[src/rtl/sound_pkg.sv]
// Shared types and defaults for the sound event controller.
package sound_pkg;

  typedef enum logic {
    OFF = 1'b0,
    ON  = 1'b1
  } mode_t;

  typedef enum logic [1:0] {
    IDLE = 2'd0,
    PLAY = 2'd1,
    GAP  = 2'd2
  } snd_state_t;

  localparam int unsigned SND_GAP_CYC = 2;

endpackage

[src/rtl/sound_edge_det.sv]
// Per-bit rising-edge detector: rise is high in the cycle where d goes 0 -> 1.
module sound_edge_det #(
  parameter int unsigned W = 1
) (
  input  logic         clk,
  input  logic         nRst,
  input  logic [W-1:0] d,
  output logic [W-1:0] rise
);

  logic [W-1:0] r_prev;

  // Remember the level sampled at the previous edge.
  always_ff @(posedge clk or negedge nRst) begin
    if (!nRst) r_prev <= '0;
    else       r_prev <= d;
  end

  // Rise seen at this edge: high now, low at the previous edge.
  always_comb begin
    rise = d & ~r_prev;
  end

endmodule

[src/rtl/sound_event_ctrl.sv]
// Multi-channel sound event controller: edge-detects events, keeps one pending
// request per channel, plays by fixed priority with preemption, and supports mute.
module sound_event_ctrl
  import sound_pkg::*;
#(
  parameter int unsigned N_EVT   = 4,
  parameter int unsigned TONE_W  = 8,
  parameter int unsigned DUR_W   = 16,
  parameter int unsigned GAP_CYC = SND_GAP_CYC
) (
  input  logic                       clk,
  input  logic                       nRst,
  input  logic                       button,
  input  logic [N_EVT-1:0]           evt_i,
  input  logic [N_EVT*TONE_W-1:0]    tone_tbl_i,
  input  logic [N_EVT*DUR_W-1:0]     dur_tbl_i,
  output logic                       playSound,
  output logic [TONE_W-1:0]          tone_o,
  output logic [$clog2(N_EVT)-1:0]   chan_o,
  output mode_t                      mode_o,
  output logic                       busy_o
);

  localparam int unsigned CH_W = $clog2(N_EVT);

  snd_state_t        r_state, w_state_nxt;
  logic [DUR_W-1:0]  r_cnt, w_cnt_nxt;
  logic [N_EVT-1:0]  r_pend, w_pend_nxt;
  mode_t             w_mode_nxt;
  logic              w_play_nxt;
  logic [TONE_W-1:0] w_tone_nxt;
  logic [CH_W-1:0]   w_chan_nxt;
  logic              w_busy_nxt;

  logic [N_EVT-1:0]  w_evt_rise;
  logic [0:0]        w_btn_rise;
  logic              w_any;
  logic [CH_W-1:0]   w_pick;
  logic              w_load;
  logic              w_mute;
  logic [N_EVT-1:0]  w_clr;
  logic [DUR_W-1:0]  w_dur_sel;

  // Lowest set index wins.
  function automatic logic [CH_W-1:0] f_pick(input logic [N_EVT-1:0] v);
    logic [CH_W-1:0] idx;
    idx = '0;
    for (int i = N_EVT - 1; i >= 0; i--) begin
      if (v[i]) idx = CH_W'(i);
    end
    return idx;
  endfunction

  sound_edge_det #(.W(N_EVT)) u_evt_edge (
    .clk  (clk),
    .nRst (nRst),
    .d    (evt_i),
    .rise (w_evt_rise)
  );

  sound_edge_det #(.W(1)) u_btn_edge (
    .clk  (clk),
    .nRst (nRst),
    .d    (button),
    .rise (w_btn_rise)
  );

  // Next state, counter, pending set and output values.
  always_comb begin
    w_state_nxt = r_state;
    w_cnt_nxt   = r_cnt;
    w_play_nxt  = playSound;
    w_tone_nxt  = tone_o;
    w_chan_nxt  = chan_o;
    w_load      = 1'b0;
    w_clr       = '0;

    w_mode_nxt = mode_t'(mode_o ^ w_btn_rise[0]);
    w_mute     = (w_mode_nxt == OFF);
    w_any      = |r_pend;
    w_pick     = f_pick(r_pend);
    w_dur_sel  = dur_tbl_i[int'(w_pick)*DUR_W +: DUR_W];

    case (r_state)
      IDLE: begin
        if (mode_o == ON && w_any) w_load = 1'b1;
      end
      PLAY: begin
        if (w_any && (w_pick < chan_o)) begin
          w_load = 1'b1;
        end else if (r_cnt == DUR_W'(1)) begin
          w_state_nxt = GAP;
          w_cnt_nxt   = DUR_W'(GAP_CYC);
          w_play_nxt  = 1'b0;
        end else begin
          w_cnt_nxt = r_cnt - DUR_W'(1);
        end
      end
      GAP: begin
        if (r_cnt <= DUR_W'(1)) w_state_nxt = IDLE;
        else                    w_cnt_nxt   = r_cnt - DUR_W'(1);
      end
      default: w_state_nxt = IDLE;
    endcase

    // A load is suppressed when mute takes effect at the same edge.
    if (w_load && !w_mute) begin
      w_state_nxt = PLAY;
      w_cnt_nxt   = (w_dur_sel == '0) ? DUR_W'(1) : w_dur_sel;
      w_tone_nxt  = tone_tbl_i[int'(w_pick)*TONE_W +: TONE_W];
      w_chan_nxt  = w_pick;
      w_play_nxt  = 1'b1;
      w_clr       = N_EVT'(1) << w_pick;
    end

    w_pend_nxt = (r_pend & ~w_clr) | w_evt_rise;

    if (w_mute) begin
      w_pend_nxt  = '0;
      w_play_nxt  = 1'b0;
      w_state_nxt = IDLE;
    end

    w_busy_nxt = (w_state_nxt != IDLE);
  end

  // State, counter, pending set and registered outputs.
  always_ff @(posedge clk or negedge nRst) begin
    if (!nRst) begin
      r_state   <= IDLE;
      r_cnt     <= '0;
      r_pend    <= '0;
      mode_o    <= ON;
      playSound <= 1'b0;
      tone_o    <= '0;
      chan_o    <= '0;
      busy_o    <= 1'b0;
    end else begin
      r_state   <= w_state_nxt;
      r_cnt     <= w_cnt_nxt;
      r_pend    <= w_pend_nxt;
      mode_o    <= w_mode_nxt;
      playSound <= w_play_nxt;
      tone_o    <= w_tone_nxt;
      chan_o    <= w_chan_nxt;
      busy_o    <= w_busy_nxt;
    end
  end

endmodule

[config.mk]
export PLATFORM = sky130hd
export DESIGN_NAME = sound_event_ctrl
export DESIGN_NICKNAME = d
export VERILOG_FILES = /design/src/rtl/sound_pkg.sv /design/src/rtl/sound_edge_det.sv /design/src/rtl/sound_event_ctrl.sv
export SDC_FILE = /design/constraint.sdc
export NUM_CORES = 1
export LEC_CHECK = 0
export CAP_MARGIN = 10
export CORE_MARGIN = 3
export CORE_UTILIZATION = 50
export CTS_CLUSTER_DIAMETER = 100
export DETAILED_ROUTE_END_ITERATION = 12
export DONT_BUFFER_PORTS = 1
export PLACE_DENSITY = 0.74
export SETUP_SLACK_MARGIN = 0.3
export SLEW_MARGIN = 30
export SYNTH_ARGS = -nofsm -noshare
export SYNTH_HDL_FRONTEND = slang
export SYNTH_HIERARCHICAL = 1
export SYNTH_SLANG_ARGS = --single-unit
[constraint.sdc]
create_clock -name clk -period 8.6 [get_ports clk]
set_input_delay 0.43 -clock clk [delete_from_list [all_inputs] [get_ports clk]]
set_output_delay 0.43 -clock clk [all_outputs]
set_load 0.03 [all_outputs]
Word level (Yosys, flattened, before mapping):

Cells that the tools add are included.

* flip-flop bits (word level): 40
* input port bits: 103
* output and inout port bits: 13

* add/subtract/negate cells: 1
* order comparisons: 2
* equal/unequal tests: 8
* shifts and indexed selects: 3
* muxes and demuxes: 26
* bitwise logic cells: 8
* reductions and logical operators: 10

Operators by type and width (count)
* $mux W16: 5
* $shiftx A64 B7 Y16: 1
* $pmux W16 S2: 1
* $shiftx A32 B6 Y8: 1
* $mux W2: 9
* $eq A16 B1 Y1 const B: 1
* $le A16 B1 Y1 const B: 1
* $logic_not A16 Y1: 1
* $sub A16 B1 Y16 const B: 1
* $and A4 B4 Y4: 2
* $mux W4: 2
* $not A4 Y4: 2
* $mux W1: 7
* $ne A3 B1 Y1 const B: 2
* $ne A3 B3 Y1 const B: 2
* $pmux W2 S3: 1
* $reduce_and A3 Y1: 2
* $or A4 B4 Y4: 1
* $reduce_or A4 Y1: 1
* $shl A1 B2 Y4 const A: 1
* $logic_and A1 B1 Y1: 3
* $ne A3 B2 Y1 const B: 1
* $reduce_bool A3 Y1: 1
* $eq A2 B1 Y1 const B: 1
* 8 further kinds: 8

Depth between registers and ports, before layout:

* word-level depth: 14
* mapped depth: 12

By module:

Netlist, hierarchy kept.

By module, submodules not included
* sound_event_ctrl: times used 1, cells an instance 448, area an instance 3324.4 um^2, sequential area each 877.1 um^2
* sound_edge_det (u_evt_edge): times used 1, cells an instance 8, area an instance 155.1 um^2, sequential area each 100.1 um^2
* sound_edge_det (u_btn_edge): times used 1, cells an instance 2, area an instance 38.8 um^2, sequential area each 25.0 um^2

Worst setup path before layout:

No wires, ideal clock.

* path type: reg-to-reg
* from: register r_pend[1]
* to: register r_cnt[11]
* library setup time: 0.126 ns
* arrival time: 3.222 ns
* data required time: 8.474 ns
* setup slack: 5.252 ns
* cell stages (with the launch flop): 13
* path buffers: 3
* period minus slack after synthesis: 3.348 ns
* path through: dfrtp_1 > clkbuf_1 > clkbuf_1 > nor2_1 > o21ai_0 > inv_1 > ha_1 > o311ai_2 > a21oi_1 > nor2_2 > o21a_1 > buf_2 > a221o_1

* cells in the longest elaborated chain, start to end: 9
* elaborated cells between the ends (all ways): 18
* classes of those cells: 1 x order compare; 2 x eq/ne; 1 x shift; 7 x mux; 7 x reduce/logical

Ends and longest elaborated chain
* start, declared: RTL line sound_event_ctrl.sv:28 `logic [N_EVT-1:0] r_pend, w_pend_nxt;`
* start signal, assigned: RTL line sound_event_ctrl.sv:141 `r_pend <= w_pend_nxt;`
* $mux W2 (*) (2 in series): RTL line sound_event_ctrl.sv:49 `if (v[i]) idx = CH_W'(i);`
* net w_pick[1]: RTL line sound_event_ctrl.sv:38 `logic [CH_W-1:0] w_pick;`
* parallel branches: the longest is 7 deep, another holds $shiftx A64 B7 Y16
* end signal, assigned: RTL line sound_event_ctrl.sv:140 `r_cnt <= w_cnt_nxt;`
* end, declared: RTL line sound_event_ctrl.sv:27 `logic [DUR_W-1:0] r_cnt, w_cnt_nxt;`

Mark *: on every way through the listed nets, which the timed path passes.
A chain may end at the register's enable or synchronous reset.

Final worst setup path:

* from: register r_pend[3]
* to: register r_cnt[11]

* cells in the longest elaborated chain, start to end: 11
* elaborated cells between the ends (all ways): 20
* classes of those cells: 1 x order compare; 2 x eq/ne; 1 x shift; 9 x mux; 7 x reduce/logical

Ends and longest elaborated chain (RTL line)
* $mux W2 (*) (4 in series): sound_event_ctrl.sv:49
* net w_pick[1]: sound_event_ctrl.sv:38
* parallel branches: the longest is 7 deep, another holds $shiftx A64 B7 Y16

Marked as above.

==> results.toml <==
[timing]
setup_tns_ps = 0
worstMarginPinSlew_ps = 924
rsz0062_at_grt = "no"
final_max_slew_viol_count = 0
finalHoldViolCount = 0
period_minus_slack_ps = 3960
slew_headroom = 0.380
finalSetupViolCount = 0
fmax_mhz = 252
skew_ps = 7.32
finalCritPeriodShare = 0.461

[clocking]
cts.clk_slew.worst_paths_ps = 80
tritoncts = "done"
cts.repair.resized = 0
ctsLongestPathBuffers = 2
clock-sinks = 40
cts_root_buf = "clkbuf_8"
cts_buffers = 5
clock_latency_ps = 300
h-tree-depth = 2

[synth]
synthTopCellsByArea = "dfrtp_1 28%, nand2_1 7.1%, o31ai_1 4.7%"
syn_nets = 564
synth.top_cell.area_share = 0.277
ys_seq_area_frac = 0.285
synth_seq_cells = 40
synth_top_flop_cell = "dfrtp_1"
avgSynthCellArea_um2 = 7.68
synth_area_mm2 = 0.00352
synth_cells = 458
ys_warn_count = 6
synth_largest_area_cell = "dfrtp_1"
synth_cell_types = 69
synth_edf_count = 0
synthArstFlopShare = 1.00

[detailed_routing]
vias = 3720
firstDrtPassIters = 8
drtAntennaViolNets = 0
drcViolationCount = 0
wire_per_inst_um = 20.8
drt_iter0_drc = 445
vias_per_cell = 6.94
drt-total-wl_um = 11200

[global_routing]
grt_pass1_vias = 3463
grt_pass1_wl_um = 17700
grt_util_all_layers = 0.265
overflow = 0
use_met1 = 0.359
met3_usage = 0.0459
busiest_layer = "met2"
grt_max_degree = 42
grtUsageMet2 = 0.438
antenna_found_initial = 0

[floorplanning]
dieArea_mm2 = 0.00808
coreArea_mm2 = 0.00657
io_pins = 116
die_h_um = 89.9
start_util = 0.536
rows = 29
die_w_um = 89.9

[placement]
place.gp.congestion = 0.917
hpwlAfterDp_um = 8370
numPortBuffers = 0

[setup_path]
critPathCaptureType = "flop"
path_cells = "o21ai_0 > inv_1 > ha_1 > o311ai_2 > a21oi_1 > nor2_2 > o21a_1 > a221o_1"
crit_path_top_delay_cell = "a21oi_1"
path_max_fanout = 18
path_class = "flop to flop"
cpPeakStageDelay_ps = 680
worst-endpoint-arrival_ps = 4150
crit_required_ps = 8790
crit_path_start_kind = "flop"

[layout]
final_nets = 548
fillers = 625
diodes = 0
area_growth_pct = 5.19
drive_gt1_frac = 0.0858

[status]
status = "completed"

[min_path]
holdCritPathClass = "input pin to flop"

[power_and_ir_drop]
p_leak_nw = 1.52
vdd_drop_max_mv = 0.205
powerDensity_mw_per_mm2 = 412
finalPower_mw = 1.52

[job]
drv_cap = 0
-- worst paths after layout --
check	slack, ps	to	cells after the start	start
min in group asynchronous	620	r_cnt[5]	2	nRst
min	150	u_evt_edge/r_prev[1]	0	evt_i[1]
max	4640	r_cnt[11]	8	r_pend[3]
max reg2reg	4640	r_cnt[11]	8	r_pend[3]
max in group asynchronous	7700	mode_o	2	nRst
min reg2reg	550	r_pend[1]	3	u_evt_edge/r_prev[1]
-- layer usage --
metal | wire, um | share of wire
met5 | 0 | 0
met4 | 197 | 0.018
met3 | 1020 | 0.092
met2 | 5330 | 0.48
met1 | 4610 | 0.41
-- critical path, delay by kind of cell, from the launching register on --
family / cells / cell delay (ps)
adders and majority gates: 1 / 370
buffers and inverters: 1 / 310
and+or+nand+nor: 1 / 330
DFF: 1 / 550
AOI/OAI and AO/OA: 5 / 2290
-- Yosys cell counts (all sizes together), types with 7 or more instances --
library cell / count
nor2b: 19
o22ai: 8
clkbuf: 25
nor4: 9
dfrtp: 39
o31ai: 22
nor3: 12
or4: 7
a22oi: 8
and3: 17
nand4: 12
o21ai: 26
nor3b: 10
or3: 8
inv: 26
a21oi: 19
nand2: 68
nor2: 27
-- where the power goes --
group | switching [mW] | total [mW] | internal, mW
clock network | 0.0695 | 0.164 | 0.0949
logic | 0.618 | 0.958 | 0.341
registers | 0.139 | 0.402 | 0.263
-- logic make-up after synthesis --
group | synth area share
AND/OR/NAND/NOR | 0.324
AO/OA/AOI/OAI | 0.312
buffers and inverters | 0.0661
flip-flops | 0.285
adder cells (fa/ha/maj) | 0.0107
XOR/XNOR | 0.00249
-- through the flow --
stage	hold slack (ps)	utilization	worst slack, ps	area [um2]	std cells
final	151	0.564	4640	3700	536
after global routing	134	0.564	4310	3700	536
after CTS	148	0.563	4670	3700	536
after detailed placement	136	0.540	4670	3550	526
after global placement	136	0.540	4840	3540	526
after floorplan	134	-	5250	3520	458
-- final cells by class --
cell class / count / area, um2 / area share
flip-flops and latches: 40 / 1000 / 0.271
well taps: 93 / 116 / 0.0314
clock inverters: 2 / 38.8 / 0.0105
clock buffers: 6 / 82.6 / 0.0223
multi-input cells: 361 / 2290 / 0.618
repair buffers: 8 / 75.1 / 0.0203
inverters: 26 / 97.6 / 0.0264
-- cells in the final DEF, fill, tap and decap left out, types with 3 or more instances in the layout --
master,synthesis,final
nor2b_4,5,5
o21ai_0,24,24
nor2_1,26,25
nor3_1,12,12
a21oi_1,19,19
o32ai_1,4,4
o2bb2ai_1,3,3
a22oi_1,7,7
o211ai_1,5,5
a22o_1,5,5
a21o_1,4,4
and3_1,17,17
nand2b_1,3,3
o21bai_1,6,6
a221oi_1,3,3
o31ai_1,22,22
clkbuf_8,0,6
o22ai_1,8,8
nor4b_1,3,3
inv_1,26,26
nor2b_1,14,14
nand3_1,6,6
dfrtp_1,39,39
nor4_1,9,9
buf_4,0,6
nand2_1,67,66
nor3b_1,10,10
or3_1,6,6
ha_1,3,3
a222oi_1,3,3
a32o_1,6,6
o2111ai_1,4,4
or4_1,6,6
nand4_1,11,11
-- registers in the layout (all words and copies together) (netlist names), 2 cells and up --
| register | cells |
|---|---|
| r_cnt | 16 |
| chan_o | 2 |
| u_evt_edge/r_prev | 4 |
| tone_o | 8 |
| r_state | 2 |
| r_pend | 4 |
-- timing repair --
item / CTS / global route
hold endpoints to repair: 40 / 0
setup buffers: 0 / 0
hold buffers: 2 / 0
No activity file was read; power rests on OpenSTA's default activity.
